[config.mk]
export PLATFORM = sky130hd
export DESIGN_NAME = instruction_decode_stage
export DESIGN_NICKNAME = d
export VERILOG_FILES = /design/src/rtl/instruction_decode_stage.sv
export SDC_FILE = /design/constraint.sdc
export NUM_CORES = 1
export LEC_CHECK = 0
export ABC_AREA = 1
export CAP_MARGIN = 5
export CORE_UTILIZATION = 48
export CTS_BUF_LIST = sky130_fd_sc_hd__clkbuf_4 sky130_fd_sc_hd__clkbuf_8
export CTS_CLUSTER_DIAMETER = 150
export DETAILED_ROUTE_END_ITERATION = 7
export PLACE_DENSITY_LB_ADDON = 0.3
export REMOVE_ABC_BUFFERS = 1
export SETUP_SLACK_MARGIN = 0.02
export SLEW_MARGIN = 20
export SYNTH_ARGS = -nofsm -noshare
export SYNTH_HDL_FRONTEND = slang
export SYNTH_SLANG_ARGS = --single-unit
[constraint.sdc]
create_clock -name clk -period 4.79 [get_ports clk]
set_input_delay 0.479 -clock clk [delete_from_list [all_inputs] [get_ports clk]]
set_output_delay 0.479 -clock clk [all_outputs]
set_load 0.01 [all_outputs]
[src/rtl/instruction_decode_stage.sv]
// instruction_decode_stage: RV32I decode with a small output FIFO.
// Ports:
//   clk, reset_n            single clock, async active-low reset
//   in_valid/in_ready       intake handshake; in_word/in_pc are the raw word and its PC
//   flush                   empties the FIFO and returns to RUN
//   out_valid/out_ready     head handshake; out_instr/out_pc/out_mem_* describe the head
//   out_illegal             head was an illegal word and is carried as I_NOP
//   state                   RUN=0, HALTED=1 (after EBREAK), TRAPPED=2 (after illegal)
//   illegal_count           saturating count of illegal words accepted
// Only in_word[31:0] is decoded; XLEN must be at least 32.
package instruction_decode_pkg;
    typedef enum logic [5:0] {
        I_NOP, I_LUI, I_AUIPC, I_JAL, I_JALR,
        I_BEQ, I_BNE, I_BLT, I_BGE, I_BLTU, I_BGEU,
        I_LOAD, I_STORE,
        I_ADDI, I_SLTI, I_SLTIU, I_XORI, I_ORI, I_ANDI, I_SLLI, I_SRLI, I_SRAI,
        I_ADD, I_SUB, I_SLL, I_SLT, I_SLTU, I_XOR, I_SRL, I_SRA, I_OR, I_AND,
        I_EBREAK
    } op_e;

    // Register fields are zero where the format has no such field.
    typedef struct packed {
        op_e         op;
        logic [4:0]  rd;
        logic [4:0]  rs1;
        logic [4:0]  rs2;
        logic [31:0] imm;
    } Instruction;
endpackage

module instruction_decode_stage
    import instruction_decode_pkg::*;
#(
    parameter int unsigned XLEN            = 32,
    parameter int unsigned DEPTH           = 2,
    parameter bit          SUBWORD_MEM     = 1'b1,
    parameter bit          TRAP_ON_ILLEGAL = 1'b1,
    parameter int unsigned CNT_W           = 8
) (
    input  logic             clk,
    input  logic             reset_n,
    input  logic             in_valid,
    output logic             in_ready,
    input  logic [XLEN-1:0]  in_word,
    input  logic [XLEN-1:0]  in_pc,
    input  logic             flush,
    output logic             out_valid,
    input  logic             out_ready,
    output Instruction       out_instr,
    output logic [XLEN-1:0]  out_pc,
    output logic [1:0]       out_mem_size,
    output logic             out_mem_unsigned,
    output logic             out_illegal,
    output logic [1:0]       state,
    output logic [CNT_W-1:0] illegal_count
);
    localparam int unsigned PtrW = (DEPTH > 1) ? $clog2(DEPTH) : 1;
    localparam int unsigned CntW = $clog2(DEPTH + 1);

    typedef enum logic [1:0] {StRun = 2'd0, StHalted = 2'd1, StTrapped = 2'd2} st_e;

    typedef struct packed {
        Instruction      instr;
        logic [XLEN-1:0] pc;
        logic [1:0]      mem_size;
        logic            mem_unsigned;
        logic            illegal;
    } entry_t;

    // ---------------- combinational decode ----------------
    logic [31:0] w;
    logic [6:0]  opcode, funct7;
    logic [2:0]  funct3;
    logic [31:0] imm_i, imm_s, imm_b, imm_u, imm_j;
    Instruction  dec_instr;
    logic [1:0]  dec_size;
    logic        dec_unsigned, dec_illegal, dec_ebreak;

    assign w      = in_word[31:0];
    assign opcode = w[6:0];
    assign funct3 = w[14:12];
    assign funct7 = w[31:25];
    assign imm_i  = {{20{w[31]}}, w[31:20]};
    assign imm_s  = {{20{w[31]}}, w[31:25], w[11:7]};
    assign imm_b  = {{19{w[31]}}, w[31], w[7], w[30:25], w[11:8], 1'b0};
    assign imm_u  = {w[31:12], 12'b0};
    assign imm_j  = {{11{w[31]}}, w[31], w[19:12], w[20], w[30:21], 1'b0};

    always_comb begin
        dec_instr    = '0;
        dec_size     = 2'd2;
        dec_unsigned = 1'b0;
        dec_illegal  = 1'b0;
        dec_ebreak   = 1'b0;
        case (opcode)
            7'b0110111: begin
                dec_instr.op  = I_LUI;
                dec_instr.rd  = w[11:7];
                dec_instr.imm = imm_u;
            end
            7'b0010111: begin
                dec_instr.op  = I_AUIPC;
                dec_instr.rd  = w[11:7];
                dec_instr.imm = imm_u;
            end
            7'b1101111: begin
                dec_instr.op  = I_JAL;
                dec_instr.rd  = w[11:7];
                dec_instr.imm = imm_j;
            end
            7'b1100111: begin
                dec_instr.op  = I_JALR;
                dec_instr.rd  = w[11:7];
                dec_instr.rs1 = w[19:15];
                dec_instr.imm = imm_i;
                dec_illegal   = (funct3 != 3'b000);
            end
            7'b1100011: begin
                dec_instr.rs1 = w[19:15];
                dec_instr.rs2 = w[24:20];
                dec_instr.imm = imm_b;
                case (funct3)
                    3'b000:  dec_instr.op = I_BEQ;
                    3'b001:  dec_instr.op = I_BNE;
                    3'b100:  dec_instr.op = I_BLT;
                    3'b101:  dec_instr.op = I_BGE;
                    3'b110:  dec_instr.op = I_BLTU;
                    3'b111:  dec_instr.op = I_BGEU;
                    default: dec_illegal  = 1'b1;
                endcase
            end
            7'b0000011: begin
                dec_instr.op  = I_LOAD;
                dec_instr.rd  = w[11:7];
                dec_instr.rs1 = w[19:15];
                dec_instr.imm = imm_i;
                dec_size      = funct3[1:0];
                dec_unsigned  = funct3[2];
                dec_illegal   = SUBWORD_MEM ? (funct3 == 3'b011 || funct3[2:1] == 2'b11)
                                            : (funct3 != 3'b010);
            end
            7'b0100011: begin
                dec_instr.op  = I_STORE;
                dec_instr.rs1 = w[19:15];
                dec_instr.rs2 = w[24:20];
                dec_instr.imm = imm_s;
                dec_size      = funct3[1:0];
                dec_illegal   = SUBWORD_MEM ? (funct3[2] || funct3[1:0] == 2'b11)
                                            : (funct3 != 3'b010);
            end
            7'b0010011: begin
                dec_instr.rd  = w[11:7];
                dec_instr.rs1 = w[19:15];
                dec_instr.imm = imm_i;
                case (funct3)
                    3'b000: dec_instr.op = I_ADDI;
                    3'b010: dec_instr.op = I_SLTI;
                    3'b011: dec_instr.op = I_SLTIU;
                    3'b100: dec_instr.op = I_XORI;
                    3'b110: dec_instr.op = I_ORI;
                    3'b111: dec_instr.op = I_ANDI;
                    3'b001: begin
                        dec_instr.op  = I_SLLI;
                        dec_instr.imm = {27'b0, w[24:20]};
                        dec_illegal   = (funct7 != 7'b0000000);
                    end
                    default: begin
                        dec_instr.op  = (funct7 == 7'b0100000) ? I_SRAI : I_SRLI;
                        dec_instr.imm = {27'b0, w[24:20]};
                        dec_illegal   = (funct7 != 7'b0000000) && (funct7 != 7'b0100000);
                    end
                endcase
            end
            7'b0110011: begin
                dec_instr.rd  = w[11:7];
                dec_instr.rs1 = w[19:15];
                dec_instr.rs2 = w[24:20];
                case ({funct7, funct3})
                    10'b0000000_000: dec_instr.op = I_ADD;
                    10'b0100000_000: dec_instr.op = I_SUB;
                    10'b0000000_001: dec_instr.op = I_SLL;
                    10'b0000000_010: dec_instr.op = I_SLT;
                    10'b0000000_011: dec_instr.op = I_SLTU;
                    10'b0000000_100: dec_instr.op = I_XOR;
                    10'b0000000_101: dec_instr.op = I_SRL;
                    10'b0100000_101: dec_instr.op = I_SRA;
                    10'b0000000_110: dec_instr.op = I_OR;
                    10'b0000000_111: dec_instr.op = I_AND;
                    default:         dec_illegal  = 1'b1;
                endcase
            end
            7'b0001111: dec_illegal = (funct3 != 3'b000);  // FENCE is a legal NOP
            7'b1110011: begin
                dec_ebreak   = (w == 32'h0010_0073);
                dec_illegal  = !dec_ebreak;
                dec_instr.op = dec_ebreak ? I_EBREAK : I_NOP;
            end
            default: dec_illegal = 1'b1;
        endcase
        // Illegal words travel as a clean NOP with word-sized, signed memory attributes.
        if (dec_illegal) begin
            dec_instr    = '0;
            dec_size     = 2'd2;
            dec_unsigned = 1'b0;
        end
    end

    // ---------------- FIFO and control ----------------
    entry_t            mem_q [DEPTH];
    entry_t            mem_d [DEPTH];
    logic [PtrW-1:0]   rd_ptr_q, rd_ptr_d, wr_ptr_q, wr_ptr_d;
    logic [CntW-1:0]   count_q, count_d;
    st_e               state_q, state_d;
    logic [CNT_W-1:0]  ill_cnt_q, ill_cnt_d;
    logic              push, pop;

    function automatic logic [PtrW-1:0] ptr_inc(input logic [PtrW-1:0] p);
        if (p == PtrW'(DEPTH - 1)) return '0;
        return p + PtrW'(1);
    endfunction

    assign in_ready  = (state_q == StRun) && (count_q < CntW'(DEPTH)) && !flush;
    assign out_valid = (count_q != '0);
    assign push      = in_valid && in_ready;
    assign pop       = out_valid && out_ready;

    always_comb begin
        mem_d     = mem_q;
        rd_ptr_d  = rd_ptr_q;
        wr_ptr_d  = wr_ptr_q;
        count_d   = count_q;
        state_d   = state_q;
        ill_cnt_d = ill_cnt_q;
        if (flush) begin
            // push is impossible here because in_ready is low during flush
            rd_ptr_d = '0;
            wr_ptr_d = '0;
            count_d  = '0;
            state_d  = StRun;
        end else begin
            if (pop) rd_ptr_d = ptr_inc(rd_ptr_q);
            if (push) begin
                mem_d[wr_ptr_q] = '{instr: dec_instr, pc: in_pc, mem_size: dec_size,
                                    mem_unsigned: dec_unsigned, illegal: dec_illegal};
                wr_ptr_d = ptr_inc(wr_ptr_q);
                if (dec_ebreak) begin
                    state_d = StHalted;
                end else if (dec_illegal && TRAP_ON_ILLEGAL) begin
                    state_d = StTrapped;
                end
            end
            if (push && !pop) count_d = count_q + CntW'(1);
            if (pop && !push) count_d = count_q - CntW'(1);
        end
        if (push && dec_illegal && (ill_cnt_q != '1)) ill_cnt_d = ill_cnt_q + CNT_W'(1);
    end

    always_ff @(posedge clk or negedge reset_n) begin
        if (!reset_n) begin
            rd_ptr_q  <= '0;
            wr_ptr_q  <= '0;
            count_q   <= '0;
            state_q   <= StRun;
            ill_cnt_q <= '0;
        end else begin
            rd_ptr_q  <= rd_ptr_d;
            wr_ptr_q  <= wr_ptr_d;
            count_q   <= count_d;
            state_q   <= state_d;
            ill_cnt_q <= ill_cnt_d;
        end
    end

    // Payload storage needs no reset: it is only observed while out_valid is high.
    always_ff @(posedge clk) begin
        mem_q <= mem_d;
    end

    assign out_instr        = mem_q[rd_ptr_q].instr;
    assign out_pc           = mem_q[rd_ptr_q].pc;
    assign out_mem_size     = mem_q[rd_ptr_q].mem_size;
    assign out_mem_unsigned = mem_q[rd_ptr_q].mem_unsigned;
    assign out_illegal      = out_valid && mem_q[rd_ptr_q].illegal;
    assign state            = state_q;
    assign illegal_count    = ill_cnt_q;
endmodule

# [Word-level counts from Yosys, hierarchy flattened]
# Index checks and enable logic that the tools add are counted.
[word_totals] reg_bits=192 inputBits=69 out_inout_bits=101 elab_cells=156
[classes] addsub=5 order_cmp=4 eq_ne=33 n_mux=48 n_bitwise=3 reduce_logical=40
[ops] cell="89-bit 2-to-1 mux" count=4
[ops] cell="32-bit one-hot mux with 6 select lines" count=1
[ops] cell="178-bit bitwise mux" count=1
[ops] cell="89-bit demux with 1-bit select" count=1
[ops] cell="6-bit one-hot mux with 10 select lines" count=1
[ops] cell="53-bit 2-to-1 mux" count=1
[ops] cell="5-bit one-hot mux with 10 select lines" count=1
[ops] cell="10-bit by 3-bit == test with 1-bit output (second input constant)" count=4
[ops] cell="5-bit one-hot mux with 7 select lines" count=1
[ops] cell="32-bit by 21-bit == test with 1-bit output (second input constant)" count=1
[ops] cell="32-bit 2-to-1 mux" count=1
[ops] cell="7-bit by 6-bit == test with 1-bit output (second input constant)" count=4
[ops] cell="7-bit == test (second input constant)" count=4
[ops] cell="4-bit one-hot mux with 6 select lines" count=1
[ops] cell="10-bit by 2-bit == test with 1-bit output (second input constant)" count=2
[ops] cell="10-bit by 9-bit == test with 1-bit output (second input constant)" count=2
[ops] cell="1-bit 2-to-1 mux" count=20
[ops] cell="2-bit 2-to-1 mux" count=9
[ops] cell="6-bit OR reduction" count=3
[ops] cell="5-bit 2-to-1 mux" count=3
[ops] cell="7-bit by 5-bit == test with 1-bit output (second input constant)" count=2
[ops] cell="3-bit == test (second input constant)" count=4
[ops] cell="1-bit logical AND" count=11
[ops] cell="10-bit by 1-bit == test with 1-bit output (second input constant)" count=1
[ops] cell="other kinds (32)" count=50

# [Longest topological paths before layout]
# Gate-level depths: netlist of run 1.
[depth] depth_word=9 depth_mapped=14 depth_no_buf=13

# [Least setup slack after synthesis of run 1]
# Ideal clock, no wire load.
[synth_timing] kind="input-to-reg" startpoint="in flush" endpoint="reg mem_q[100] in the netlist's numbering, enable pin" setup_ns=0.539 arrival_ns=4.846 required_ns=4.251 slack_ns=-0.595 cell_stages=3 n_path_buf=0 cell_sequence="nor4_2 nand2_1 nor2_1"
[synth_between] elab_chain_cells=4 word_cells_on_any_way=5 classes_between="1 x bitwise; 4 x reduce/logical"
[synth_lines] item="from (decl)" line_no="46" source="input logic flush,"
[synth_lines] item="1-bit zero test" line_no="222" source="assign in_ready = (state_q == StRun) && (count_q < CntW'(DEPTH)) && !flush;"
[synth_lines] item="1-bit logical AND" line_no="222"
[synth_lines] item="1-bit logical AND" line_no="224" source="assign push = in_valid && in_ready;"
[synth_lines] item="2-bit AND reduction (no line) *"
[synth_lines] item="to (signal assigned)" line_no="276" source="mem_q <= mem_d;"
[synth_lines] item="to (decl)" line_no="209" source="entry_t mem_q [DEPTH];"
# Every way passes the cells marked *; elsewhere a longest branch is shown, timed or not.
# A chain may end at the register's enable or synchronous reset.

==> results.ini, run 1 <==
[run_status]
status = finished, final reports clean

[clock_network]
path_clk_slew_ns = 0.10
htreeDepth = 4
post_cts_buffers = 0
cts_buffers = 17
cts.sinks = 192
cts_tree = done
worstSkewPairLatency_ns = 0.47
cts-hold-fix-buffers = 0
cts_resized = 0
cts.path.max_buffers = 2
cts-root-buf = clkbuf_8

[yosys]
yosys_warnings = 0
synth.avg_cell_area_um2 = 10.1
synth_top_family_by_area = simple AND/OR/NAND/NOR gates
synth_top_area_cell = edfxtp_1
synth_enable_flop_cells = 178
synthAdderAreaFrac = 0.00148
synth.area.mux_share = 0
ys_top_cells_by_count = nand2_1 (369), edfxtp_1 (178), nor2_1 (68), inv_1 (41), a21oi_1 (30)
ys_ff_latch = 192
syn_inst = 839
syn_area_um2 = 8470
async_flop_share = 0.0729
synth_top_area_share = 0.631
synth_compound_area_frac = 0.0380
synth-seq-area-share = 0.673
synth.most_common_cell = nand2_1
synth-simple-area-share = 0.244
synth_flop_cell = edfxtp_1
synth_xor_area_frac = 0.00724
synth.area.top_cells = edfxtp_1 (63%), nand2_1 (16%), dfrtp_1 (4.1%)
synth.distinct_cells = 39

[critical_path]
path_cells = clkdlybuf4s50_1 > inv_1 > nor2_1 > nand3_1 > o21ai_0 > nand2_1 > nand4_1 > nand2_2 > buf_4 > nor3_1
reg2regPathDepth = 4
timing.reg2reg.setup_slack_ns = 2.31
slowest_stage = clkdlybuf4s50_1
critPathMaxStageDelay_ns = 0.78
worstPathMaxFanout = 39
worst-setup-path-type = in -> reg
cp.required_ns = 5.05
crit_path_end_kind = register
cp_data_arrival_time_ns = 3.44
cp-start-kind = input port

[pwr]
power_density_nw_per_um2 = 402
vdd_drop_max_mv = 0.275
switchingPower_uw = 1290
power.share.clock = 0.237
cellInternalPower_uw = 3050
switching_share = 0.298
pwr-share-seq = 0.475
combPwrFrac = 0.288
leakage_uw = 0.00419

[worst_hold_path]
hold_class = in -> async

[route]
drt_wl_total_um = 19200
drtAntennaViolNets = 0
vias = 6350
wl_per_cell_um = 15.5
drc_errors = 0
drt-initial-drc-count = 370
first_pass_iters = 6
viasPerCell = 5.12

[die]
start_util = 0.491
io_pins = 170
die_w_um = 135
dieArea_um2 = 18200
die_h_um = 135
rows = 48
coreArea_um2 = 17200

[sta]
max_freq_ghz = 0.314
holdWs_ns = 0.403
finalMaxSlewViolations = 0
finalHoldViolCount = 0
slew_headroom = 0.307
post-route-period-util = 0.665
setup_viol = 0
period_needed_ns = 3.19
rsz0062_at_grt = no
clock_skew_ns = 0.00609
tns_ns = 0
worst_slew_pin_slew_ns = 1.04

[final_layout]
drive_above_1_share = 0.0591
seqCellArea_um2 = 5700
multiInputGateArea_um2 = 2480
fin_nets = 1074
n_antenna_cell = 0
num-fill-cells = 1433
area_delta_synth_final_pct = 27.4

[grt]
grt_pass1_wl_um = 29500
grt-ovfl-total = 0
track_usage = 0.217
grt_max_degree = 90
grt_pass1_vias = 5852
antenna_found_initial = 0

[placed_design]
port-buffer-count = 169
place_congestion = 0.934
place_hpwl_um = 12800

[flow_run]
maxCapViolations = 0

power by group through the flow:
stage / sequential (uW) / combinational (uW) / clock, uW
after detailed placement: 2100 / 1260 / 0
after floorplan: 2150 / 522 / 0
after global placement: 2100 / 1250 / 0
after global routing: 2080 / 1370 / 1110
final: 2060 / 1250 / 1030
after CTS: 2060 / 1260 / 1040
metrics by stage:
stage,power [uW],cells,setup WS (ns),utilization,instance area [um2]
floorplan,2680,809,-0.595,-,8320
global placement,3350,1210,1.30,0.603,10400
detailed placement,3360,1210,1.20,0.603,10400
CTS,4370,1241,1.69,0.626,10800
global route,4550,1241,1.37,0.626,10800
finish,4340,1241,1.60,0.626,10800
final timing paths:
check                                 start               end
setup / recovery                in_word[14]         mem_q[70]
hold / removal                      reset_n  illegal_count[1]
setup reg to reg                   state[1]        mem_q[147]
hold reg to reg            illegal_count[1]  illegal_count[1]
max in group asynchronous           reset_n          rd_ptr_q
min in group clk           illegal_count[1]  illegal_count[1]
final cells by class:
type                    count  area share
multi-input cells         573       0.230
clock inverters            14      0.0150
well taps                 225      0.0261
flip-flops and latches    192       0.528
repair buffers            176       0.164
inverters                  44      0.0153
clock buffers              17      0.0217
worst max-delay path: cells and delay by family:
family | cells | cell delay (ns)
AO/OA/AOI/OAI | 1 | 0.08
buffers and inverters | 3 | 1.45
AND/OR/NAND/NOR | 6 | 1.42
cells in the final DEF, fill, tap and decap left out, drive strengths merged, types with 2 or more instances in the layout:
| master | synthesis | layout |
|---|---|---|
| nor2 | 73 | 73 |
| nand2 | 372 | 372 |
| nand3 | 29 | 29 |
| edfxtp | 178 | 178 |
| inv | 44 | 47 |
| xnor2 | 4 | 4 |
| o21ai | 13 | 13 |
| clkdlybuf4s50 | 0 | 169 |
| nor3 | 26 | 26 |
| dfrtp | 14 | 14 |
| buf | 11 | 7 |
| clkinvlp | 0 | 2 |
| clkinv | 0 | 7 |
| clkbuf | 19 | 17 |
| a21oi | 30 | 30 |
| nand4 | 4 | 4 |
| nor4 | 2 | 2 |
| xor2 | 3 | 3 |
| a22oi | 4 | 4 |
| bufinv | 0 | 2 |
state kept, by name (all words and copies together) (netlist names):
name           count
rd_ptr_q           1
wr_ptr_q           1
mem_q            178
state              2
illegal_count      8
count_q            2
kinds of logic (layout without fill, tap and decap cells):
logic type      after synthesis  in the layout
compound gates               57             57
flops                       192            192
simple gates                508            508
buf+inv                      74            251
fa+ha+maj                     1              1
xor+xnor                      7              7
metal layers:
layer,GRT usage,up-vias,part of all wire
li1,-,3122,-
met1,0.281,2967,0.43
met3,0.0480,24,0.066
met2,0.359,237,0.49
met5,0,-,0
met4,0.0793,0,0.016
No activity file was read; power rests on OpenSTA's default activity.
==> run 2, diff against run 1 <==
==> constraint.sdc (replaced) <==
create_clock -name clk -period 2.6 [get_ports clk]
set_input_delay 0.26 -clock clk [delete_from_list [all_inputs] [get_ports clk]]
set_output_delay 0.26 -clock clk [all_outputs]
set_load 0.01 [all_outputs]
==> run 2 against run 1 <==
Against the previous run:
- via count increased by 0.68%
- combinational power increased by 90%
- global-route usage increased by 0.40 points
- final area increased by 3.2%
- clock power increased by 100%
- critical endpoint is now out_instr[21]
==> results.ini, run 2 (synthesized netlist as in run 1, its figures left out) <==
[final_layout]
drive_above_1_share = 0.0877  ; +0.0286
fin_area_um2 = 11100  ; +3.2%
largest_register = mem_q
largest_reg_flops = 178  ; unchanged
final_common_cell = nand2_1
final_cell_count_no_fill = 1274  ; +2.7%
final_util = 0.646  ; +0.0199
layout_common_cells = nand2_1 (368), edfxtp_1 (178), clkdlybuf4s50_1 (169)
area_delta_synth_final_pct = 31.5
fin_nets = 1107  ; +3.1%
n_antenna_cell = 0  ; unchanged

[clock_network]
htreeDepth = 4  ; unchanged
cts-hold-fix-buffers = 0  ; unchanged
worstSkewPairLatency_ns = 0.46  ; about the same
path_clk_slew_ns = 0.09  ; about the same
post_cts_buffers = 0  ; unchanged
cts.path.max_buffers = 2  ; unchanged
cts_buffers = 17  ; unchanged
cts_tree = done
cts.sinks = 192  ; unchanged
cts-root-buf = clkbuf_8

[grt]
grt_max_degree = 90  ; unchanged
grt_pass1_vias = 6171  ; +5.5%
grt-ovfl-total = 0  ; unchanged
antenna_found_initial = 0  ; unchanged
grt_pass1_wl_um = 30400  ; +2.8%
track_usage = 0.221  ; +0.00397

[sta]
finalHoldViolCount = 0  ; unchanged
clock_skew_ns = 0.00866  ; +0.00257 ns
period_needed_ns = 2.41
finalMaxSlewViolations = 0  ; unchanged
post-route-period-util = 0.928
setup_viol = 0  ; unchanged
holdWs_ns = 0.187  ; -0.216 ns
max_freq_ghz = 0.414
slew_headroom = 0.578  ; +0.271
worst_slew_pin_slew_ns = 0.631  ; -0.409 ns
rsz0062_at_grt = no

[run_status]
status = finished, final reports clean

[pwr]
leakage_uw = 0.00439  ; +4.9%
cellInternalPower_uw = 5880  ; +93%
combPwrFrac = 0.288  ; about the same
power_uw = 8250  ; +90%
vdd_drop_max_mv = 0.542  ; +97%
switchingPower_uw = 2370  ; +83%
power.share.clock = 0.251  ; +0.014
power_density_nw_per_um2 = 741  ; +84%
switching_share = 0.287  ; -0.0110
pwr-share-seq = 0.461  ; -0.014

[route]
viasPerCell = 5.02  ; -1.9%
drc_errors = 0  ; unchanged
drtAntennaViolNets = 0  ; unchanged
route.met2.wl_um = 9470  ; +0.63%
drt-initial-drc-count = 401  ; +8.4%
first_pass_iters = 6  ; unchanged
maxUsedRoutingLayer = met4
vias = 6393  ; +0.68%
met1_length_um = 8010  ; -2.9%
wl_per_cell_um = 15.1  ; -2.3%
routed-wl-met3_um = 1280  ; +1.4%
drt_wl_total_um = 19300  ; +0.32%

[die]
die_w_um = 135  ; unchanged
dieArea_um2 = 18200  ; unchanged
coreArea_um2 = 17200  ; unchanged
die_h_um = 135  ; unchanged
rows = 48  ; unchanged
io_pins = 170  ; unchanged
start_util = 0.491  ; unchanged

[flow_run]
maxCapViolations = 0  ; unchanged

[worst_hold_path]
hold_class = in -> async

[critical_path]
worstPathMaxFanout = 31  ; -21%
worst-setup-path-type = reg -> out
cp_data_arrival_time_ns = 2.15  ; -1.29 ns
cp-start-kind = register
crit_path_end_kind = output port
cp.required_ns = 2.34  ; -2.71 ns

[placed_design]
place_inst = 1243  ; +2.7%
port-buffer-count = 169  ; unchanged
place_hpwl_um = 13400  ; +4.6%
dpl_cell_area_um2 = 10700  ; +3.0%
place_congestion = 0.931  ; -0.33%

-- run 2: final timing paths --
check | start | endpoint | slack [ns] | depth (start not counted)
min reg2reg | illegal_count[3] | illegal_count[3] | 0.54 | 2
max in group asynchronous | reset_n | rd_ptr_q | 1.97 | 1
max | rd_ptr_q | out_instr[21] | 0.19 | 5
min in group clk | in_pc[11] | mem_q[15] | 0.38 | 1
min | reset_n | illegal_count[1] | 0.19 | 1
max reg2reg | state[1] | mem_q[139] | 0.61 | 4
-- run 2: worst max-delay path: stages (launching register included) --
cell	delay, ns
dfrtp_2	0.44
clkinv_2	0.29
buf_12	0.24
nand2_1	0.07
nand2_1	0.07
clkdlybuf4s50_1	0.56
-- run 2: stage by stage --
stage / worst slack (ns) / setup TNS, ns
floorplan: -2.72 / -529.94
global placement: 0.0669 / 0
detailed placement: 0.0264 / 0
CTS: 0.0630 / 0
global route: 0.0680 / 0
finish: 0.186 / 0
-- run 2: power groups by stage --
stage                     Sequential (uW)  Combinational (uW)  Clock [uW]
after detailed placement             3870                2400           0
after CTS                            3810                2410        2120
after floorplan                      3970                 961           0
after global routing                 3840                2590        2240
after global placement               3860                2380           0
final                                3800                2370        2070
-- run 2: layout make-up --
| cell class | count | area, um2 |
|---|---|---|
| fill | 1409 | 6100 |
| sequential | 192 | 5700 |
| multi-input combinational | 573 | 2480 |
| timing repair buffer | 209 | 2080 |
| tap | 225 | 282 |
| clock buffer | 18 | 241 |
| clock inverter | 13 | 185 |
| inverter | 44 | 166 |
-- run 2: repair_timing --
action,4_1_cts,5_1_grt
hold endpoints to repair,0,0
endpoints found under the setup margin,0,14
resized for setup,0,1
-- run 2: layer usage --
| metal | track usage | vias up |
|---|---|---|
| met5 | 0 | - |
| met4 | 0.0861 | 0 |
| met3 | 0.0522 | 45 |
| met2 | 0.372 | 226 |
| met1 | 0.276 | 2940 |
| li1 | - | 3182 |
==> run 3, diff against run 2 <==
--- a/config.mk
+++ b/config.mk
@@ -5,7 +5,6 @@
 export SDC_FILE = /design/constraint.sdc
 export NUM_CORES = 1
 export LEC_CHECK = 0
-export ABC_AREA = 1
 export CAP_MARGIN = 5
 export CORE_UTILIZATION = 48
 export CTS_BUF_LIST = sky130_fd_sc_hd__clkbuf_4 sky130_fd_sc_hd__clkbuf_8
==> run 3 against run 2 <==
Against the previous run:
- sequential share of layout area shrank 1.9 points
- wire length increased by 6.1%
- final cell count fell by 15%
- hold slack worse by 0.018 ns
- clock power down 11%
- core utilization up 2.5 points
- critical path type unchanged
- critical endpoint is now out_instr[46]
- largest power group unchanged
- highest routed layer unchanged
==> results.ini, run 3 <==
[sta]
post-route-period-util = 0.953  ; +0.0247
finalHoldViolCount = 0  ; unchanged
period_needed_ns = 2.48  ; +0.0643 ns
rsz0062_at_grt = no
tns_ns = 0  ; unchanged
worst_slew_pin_slew_ns = 0.625  ; -0.00616 ns
finalMaxSlewViolations = 0  ; unchanged
clock_skew_ns = 0.0158  ; +0.00710 ns
setup_viol = 0  ; unchanged
slew_headroom = 0.582  ; +0.00412
max_freq_ghz = 0.404  ; -2.6%

[placed_design]
port-buffer-count = 169  ; unchanged
place_inst = 1053  ; -15%
place_congestion = 0.894  ; -4.0%
place_hpwl_um = 14800  ; +10%

[grt]
track_usage = 0.231  ; +0.0108
antenna_found_initial = 1  ; +1
grt_pass1_wl_um = 31300  ; +3.0%
grt_max_degree = 57  ; -37%
grt-ovfl-total = 0  ; unchanged
grt_pass1_vias = 5830  ; -5.5%

[die]
die_h_um = 134  ; -0.29%
start_util = 0.488  ; -0.00290
coreArea_um2 = 17200  ; unchanged
rows = 48  ; unchanged
dieArea_um2 = 18100  ; -0.59%
io_pins = 170  ; unchanged
die_w_um = 134  ; -0.29%

[flow_run]
maxCapViolations = 0  ; unchanged

[final_layout]
final_cell_count_no_fill = 1087  ; -15%
area_delta_synth_final_pct = 37.3
fin_nets = 918  ; -17%
final_common_cell = edfxtp_1
final_util = 0.671  ; +0.0247
seqCellArea_um2 = 5700  ; about the same
largest_register = mem_q
drive_above_1_share = 0.274  ; +0.186
multiInputGateArea_um2 = 2590  ; +4.3%
layout_common_cells = edfxtp_1 (178), clkdlybuf4s50_1 (169), buf_4 (92)
num-fill-cells = 1281  ; -9.1%
largest_reg_flops = 178  ; unchanged

[route]
drt_wl_total_um = 20500  ; +6.1%
drt-initial-drc-count = 359  ; -10%
wl_per_cell_um = 18.8  ; +24%
drc_errors = 0  ; unchanged
drtAntennaViolNets = 0  ; unchanged
first_pass_iters = 6  ; unchanged
viasPerCell = 5.37  ; +7.0%
vias = 5836  ; -8.7%

[yosys]
syn_area_um2 = 8420  ; -0.59%
syn_inst = 588  ; -30%
synth.avg_cell_area_um2 = 14.3  ; +42%
synth_top_area_share = 0.635  ; +0.00375
synth_top_area_cell = edfxtp_1
yosys_warnings = 0  ; unchanged
synth.distinct_cells = 58  ; +49%
synth.area.top_cells = edfxtp_1 (64%), mux2_2 (12%), dfrtp_1 (4.2%)
synth-seq-area-share = 0.677  ; +0.00400
synth.most_common_cell = edfxtp_1
ys_top_cells_by_count = edfxtp_1 (178), mux2_2 (90), nand2_1 (43), a21oi_1 (31), nor2_1 (30)
synth_enable_flop_cells = 178  ; unchanged
synth_flop_cell = edfxtp_1
async_flop_share = 0.0729  ; unchanged
ys_ff_latch = 192  ; unchanged

[critical_path]
cp-start-kind = register
path_cells = buf_12 > mux2_2 > clkdlybuf4s50_1
worstPathMaxFanout = 21  ; -32%
cp.required_ns = 2.34  ; about the same
worst-setup-path-type = reg -> out
critPathBufInv = 2  ; -1
crit_family = buffers and inverters
cp_data_arrival_time_ns = 2.22  ; +0.07 ns
slowest_stage = dfrtp_4
critPathMaxStageDelay_ns = 0.64  ; +0.08 ns
crit_path_end_kind = output port

[pwr]
vdd_drop_max_mv = 0.366  ; -32%
power_density_nw_per_um2 = 593  ; -20%
leakage_uw = 0.00406  ; -7.6%

[clock_network]
htreeDepth = 4  ; unchanged
worstSkewPairLatency_ns = 0.47  ; about the same
path_clk_slew_ns = 0.10  ; about the same
cts.sinks = 192  ; unchanged
cts_buffers = 17  ; unchanged
cts_tree = done
cts-hold-fix-buffers = 0  ; unchanged
cts.path.max_buffers = 2  ; unchanged
post_cts_buffers = 1  ; +1
cts-root-buf = clkbuf_8
cts_resized = 0  ; unchanged

[run_status]
status = finished, final reports clean

[worst_hold_path]
hold_class = in -> async

==> run 3: cell count changes after synthesis, moves of 6 or more <==
cell,before,now
nand3_1,29,11
o21ai_0,9,17
nand2_1,369,43
nor3_2,7,0
nand2b_1,0,8
and2_1,0,20
and3_1,1,7
mux2_2,0,90
nor2_1,68,30
inv_1,41,9
==> run 3: kinds of logic (layout without fill, tap and decap cells) <==
family | Yosys count | after routing | synth area share
AOI/OAI and AO/OA | 87 | 87 | 0.0624
xor gates and xnor gates | 8 | 8 | 0.00832
adders and majority gates | 1 | 1 | 0.00149
buffers and inverters | 39 | 312 | 0.0183
DFF | 192 | 192 | 0.677
muxes | 93 | 93 | 0.125
other | 0 | 1 | 0
and+or+nand+nor | 168 | 168 | 0.108
==> run 3: final cells by class <==
| cell class | instances | share of cell area |
|---|---|---|
| flip-flops and latches | 192 | 0.493 |
| multi-input cells | 357 | 0.224 |
| repair buffers | 271 | 0.223 |
| well taps | 225 | 0.0244 |
| clock buffers | 19 | 0.0215 |
| clock inverters | 13 | 0.0109 |
| inverters | 9 | 0.00292 |
| diodes | 1 | 0.000217 |
==> run 3: report_power, final <==
group          switching (uW)  internal, uW
logic                     586           803
registers                 101          3510
clock network            1060           798
total                    1740          5120
==> run 3: worst paths after layout <==
kind | start | to | slack, ns | cells past startpoint
max in group asynchronous | reset_n | rd_ptr_q | 1.97 | 1
hold / removal | reset_n | count_q[1] | 0.17 | 1
setup / recovery | rd_ptr_q | out_instr[46] | 0.12 | 3
setup reg to reg | illegal_count[0] | illegal_count[1] | 0.50 | 6
min in group clk | in_pc[10] | mem_q[14] | 0.38 | 1
hold reg to reg | illegal_count[3] | illegal_count[3] | 0.53 | 1
==> run 3: per-stage QoR <==
stage / power [uW] / hold WS, ns / setup WS, ns / cell area [um2]
after CTS: 6930 / 0.167 / 0.0736 / 11600
after global routing: 7130 / 0.199 / 0.0449 / 11600
after global placement: 5050 / 0.516 / -0.269 / 11200
final: 6860 / 0.169 / 0.122 / 11600
after floorplan: 4260 / -0.0356 / -3.01 / 8300
after detailed placement: 5070 / 0.525 / -0.277 / 11200
==> run 3: layer usage <==
layer	track usage	vias to the layer above	wire (um)
li1	-	2746	-
met1	0.301	2835	8690
met2	0.382	229	10000
met3	0.0499	26	1350
met4	0.0855	0	397
met5	0	-	0
==> run 3: worst reg2reg max path, delay by kind of cell (launching register included) <==
kind	cells	cell delay, ns
AND/OR/NAND/NOR	4	0.96
flip-flops	1	0.46
multiplexers	1	0.30
adder cells (fa/ha/maj)	1	0.26
